--- config.mk ---
export PLATFORM = sky130hd
export DESIGN_NAME = req_pending_latch
export DESIGN_NICKNAME = d
export VERILOG_FILES = /design/src/rtl/req_pending_latch.sv
export SDC_FILE = /design/constraint.sdc
export NUM_CORES = 1
export LEC_CHECK = 0
export ABC_AREA = 0
export CORE_AREA = 2 2 57 59
export DETAILED_ROUTE_END_ITERATION = 10
export DIE_AREA = 0 0 59 61
export PLACE_DENSITY = 0.76
export SETUP_SLACK_MARGIN = 0.2
export SLEW_MARGIN = 20
export SYNTH_ARGS = -nofsm -noshare
export SYNTH_HDL_FRONTEND = slang
export SYNTH_SLANG_ARGS = --single-unit
--- constraint.sdc ---
create_clock -name clk -period 2.8 [get_ports clk]
set_input_delay 0.42 -clock clk [delete_from_list [all_inputs] [get_ports clk]]
set_output_delay 0.42 -clock clk [all_outputs]
set_load 0.03 [all_outputs]
--- src/rtl/req_pending_latch.sv ---
// Latches request rises as pending bits, feeds an external MSB encoder, and offers its index as a
// grant (earliest 2 edges after a rise, held while !gnt_ready_i); `GNT_BACK2BACK_EN removes the post-grant bubble.
module req_pending_latch #(
  parameter  int IN_WIDTH  = 8,
  localparam int OUT_WIDTH = $clog2(IN_WIDTH)
) (
  input  logic                 clk,
  input  logic                 rst_n,
  input  logic [IN_WIDTH-1:0]  req_i,
  input  logic [IN_WIDTH-1:0]  mask_i,
  output logic [IN_WIDTH-1:0]  pend_o,
  input  logic [OUT_WIDTH-1:0] idx_i,
  output logic                 gnt_valid_o,
  output logic [OUT_WIDTH-1:0] gnt_idx_o,
  input  logic                 gnt_ready_i,
  output logic [IN_WIDTH-1:0]  ovf_o,
  input  logic                 ovf_clr_i
);

  typedef enum logic {
    IDLE  = 1'b0,
    OFFER = 1'b1
  } state_t;

  state_t                r_state;
  state_t                w_state_nxt;
  logic [IN_WIDTH-1:0]   r_req_q;
  logic [IN_WIDTH-1:0]   r_pend;
  logic [IN_WIDTH-1:0]   r_ovf;
  logic                  r_gnt_valid;
  logic [OUT_WIDTH-1:0]  r_gnt_idx;
  logic                  w_gnt_valid_nxt;
  logic [OUT_WIDTH-1:0]  w_gnt_idx_nxt;
  logic [IN_WIDTH-1:0]   w_rise;
  logic [IN_WIDTH-1:0]   w_gnt_onehot;
  logic [IN_WIDTH-1:0]   w_inflight;
  logic [IN_WIDTH-1:0]   w_clr;
  logic [IN_WIDTH-1:0]   w_pend_vis;
  logic                  w_any;
  logic                  w_hs;

  assign w_rise       = req_i & ~r_req_q;
  assign w_gnt_onehot = {{(IN_WIDTH-1){1'b0}}, 1'b1} << r_gnt_idx;
  // The line currently on offer is hidden from the encoder so a back-to-back pick sees the next one.
  assign w_inflight   = (r_state == OFFER) ? w_gnt_onehot : '0;
  assign w_pend_vis   = r_pend & mask_i & ~w_inflight;
  assign w_any        = |w_pend_vis;
  assign w_hs         = r_gnt_valid & gnt_ready_i;
  assign w_clr        = w_hs ? w_gnt_onehot : '0;

  assign pend_o      = w_pend_vis;
  assign gnt_valid_o = r_gnt_valid;
  assign gnt_idx_o   = r_gnt_idx;
  assign ovf_o       = r_ovf;

  always_comb begin
    w_state_nxt     = r_state;
    w_gnt_valid_nxt = r_gnt_valid;
    w_gnt_idx_nxt   = r_gnt_idx;
    case (r_state)
      IDLE: begin
        if (w_any) begin
          w_gnt_idx_nxt   = idx_i;
          w_gnt_valid_nxt = 1'b1;
          w_state_nxt     = OFFER;
        end
      end
      OFFER: begin
        if (w_hs) begin
`ifdef GNT_BACK2BACK_EN
          if (w_any) begin
            w_gnt_idx_nxt = idx_i;
          end else begin
            w_gnt_valid_nxt = 1'b0;
            w_state_nxt     = IDLE;
          end
`else
          w_gnt_valid_nxt = 1'b0;
          w_state_nxt     = IDLE;
`endif
        end
      end
      default: begin
        w_state_nxt     = IDLE;
        w_gnt_valid_nxt = 1'b0;
      end
    endcase
  end

  always_ff @(posedge clk or negedge rst_n) begin
    if (!rst_n) begin
      r_state     <= IDLE;
      r_gnt_valid <= 1'b0;
      r_gnt_idx   <= '0;
    end else begin
      r_state     <= w_state_nxt;
      r_gnt_valid <= w_gnt_valid_nxt;
      r_gnt_idx   <= w_gnt_idx_nxt;
    end
  end

  always_ff @(posedge clk or negedge rst_n) begin
    if (!rst_n) begin
      r_req_q <= '0;
      r_pend  <= '0;
      r_ovf   <= '0;
    end else begin
      r_req_q <= req_i;
      r_pend  <= (r_pend & ~w_clr) | w_rise;
      // A rise on a bit that is being served this cycle is a fresh event, not an overflow.
      r_ovf   <= (ovf_clr_i ? '0 : r_ovf) | (w_rise & r_pend & ~w_clr);
    end
  end

endmodule

==> flow_summary.ini <==
[run_status]
status = complete, no violations

[grt]
grt_pass1_vias = 1062
grt_pass1_wl_um = 4899
antenna_found_initial = 0
gr-usage-all-layers_pct = 18.96
grt_start_max_net_pins = 30
overflow = 0

[synth]
synthDistinctLibCells = 23
ys.flop_type = dfrtp_1
syn_area_sq_um = 1287
syn_inst = 118
synth-seq-cells = 29
syn-num-nets = 141
synth_area_per_cell_sq_um = 10.91
ys_seq_area_share_pct = 56.37
synth_edf_count = 0
async_reset_ff_share_pct = 100.0
ys.warnings.count = 0

[detailed_routing]
via_per_inst = 5.325
drc = 0
first_pass_iters = 4
dr_total_vias = 1049
drtIter0Drc = 20
post_drt_wl_per_cell_um = 15.27
drt_wl_total_um = 3008
final_antenna_net_count = 0

[worst_setup_path]
start_kind = flop
end_kind = output port
crit_required_ns = 2.38
worstPathArrival_ns = 2.09
path_max_fanout = 15
crit_type = flop to output port

[placement]
place.gp.congestion = 0.7597
placed_cell_area_sq_um = 1720
port_buffers = 42
dpl_worst_slack_ns = 0.5573
hpwl_um = 2192

[sta]
rsz0062_at_grt = no
slew_headroom_pct = 69.45
setup_tns_ns = 0
hold_ws_ns = 0.4526
tightestPinTransition_ns = 0.4583
period_needed_ns = 2.506
hold_viol = 0
min_period_over_period_pct = 89.52
layout_setup_ws_ns = 0.2935
setup_viol_count_final = 0
finalClockSkew_ns = 0.006763
max_freq_mhz = 399.0
final_max_slew_viol_count = 0

[cells_and_area]
antenna_cells = 0
area_growth_pct = 40.62
fin_area_sq_um = 1810
nFillCells = 254
drive_above_1_share_pct = 10.37
nets = 186

[min_path]
hp-class = input port to asynchronous set/reset pin

[power]
p_total_uw = 949.2
p_leak_nw = 0.7770
p_per_area_nw_per_um2 = 524.3
peakVddDrop_v = 0.0003665

[clock_tree]
path_clk_slew_ns = 0.10
postCtsSetupBuffers = 0
holdBufCountCts = 0
clk_latency_ns = 0.33
cts_tree = done
root_buffer = clkbuf_4
htreeDepth = 2
cts_sinks = 29
clockBufferDepth = 2
cts_resized = 0
cts_buffers = 5

[run]
drv_cap = 0

[floorplanning]
die_area_sq_um = 3599
core_area_sq_um = 2953
ios = 43
floorplan.initialDensity_pct = 43.60
chipHeight_um = 61
die_x_um = 59
num_rows = 20
==> per-layer routing <==
metal  vias to the layer above  routed length (um)  global-route usage [%]
li1                        504                   -                       -
met1                       508                1270                   23.19
met2                        32                1528                   31.43
met3                         5                 161                   6.183
met4                         0                  48                   7.143
met5                         -                   0                       0
==> sequential cells by signal, indices dropped and copies added, names as in the netlist <==
signal and cells:
gnt_idx_o 3, gnt_valid_o 1, ovf_o 8, r_pend 8, r_req_q 8, r_state 1
==> per-stage QoR <==
stage	utilization (%)	cells
final	61.31	197
after global routing	61.31	197
after CTS	61.27	197
after detailed placement	58.26	189
after global placement	58.26	189
after floorplan	-	118
==> layout make-up <==
cell class	count	area [sq um]	area share, %
sequential	29	726.9	40.15
clock buffer	6	51.30	2.833
multi-input combinational	75	491.7	27.16
inverter	9	33.78	1.866
timing repair buffer	43	427.9	23.64
clock inverter	2	37.54	2.073
tap	33	41.29	2.281
==> final timing paths <==
path                              start      endpoint  slack (ns)  cells after the start
max                        gnt_idx_o[0]     pend_o[4]        0.29                      3
max in group asynchronous         rst_n  gnt_idx_o[1]        2.05                      2
min                               rst_n    r_req_q[6]        0.45                      2
min in group clk             r_req_q[3]     r_pend[3]        0.52                      2
max reg2reg                gnt_idx_o[0]  gnt_idx_o[2]        0.77                      4
min reg2reg                  r_req_q[3]     r_pend[3]        0.52                      2
==> critical path, stage by stage (launching register included) <==
cell             delay (ns)
dfrtp_1                0.63
and4bb_2               0.30
nor2_1                 0.13
clkdlybuf4s50_1        0.70
==> cell usage in the layout (no fill, tap or decap), drive strengths merged, types with 6 or more instances in the layout <==
master / n
o21ai: 6
nand2b: 10
inv: 9
clkbuf: 6
dfrtp: 29
o22ai: 12
clkdlybuf4s50: 42
nand2: 20
nor2: 8
==> cell families (layout without fill, tap and decap cells) <==
| kind of cell | Yosys count | after routing | synth area share [%] |
|---|---|---|---|
| flip-flops | 29 | 29 | 56.37 |
| AND/OR/NAND/NOR | 50 | 50 | 22.74 |
| AO/OA/AOI/OAI | 22 | 22 | 12.83 |
| buffers and inverters | 14 | 60 | 5.442 |
| multiplexers | 3 | 3 | 2.624 |
==> report_power, final <==
| part | switching, mW | internal [mW] |
|---|---|---|
| Sequential | 0.00707 | 0.435 |
| Combinational | 0.0745 | 0.0680 |
| Clock | 0.153 | 0.212 |
==> synth_stat cells (2+ instances only) <==
cell type	number	area, sq um
inv_1	9	33.78
mux2_1	3	33.78
dfrtp_1	29	725.7
and4bb_2	3	37.54
o22ai_1	10	62.56
nand2b_1	10	62.56
buf_6	2	22.52
buf_2	2	10.01
o21ai_0	6	30.03
nor2_1	8	30.03
nand2_1	20	75.07
and4b_1	3	30.03
o31ai_1	2	15.01
o22ai_2	2	25.02
Power figures use the tool's default switching activity.
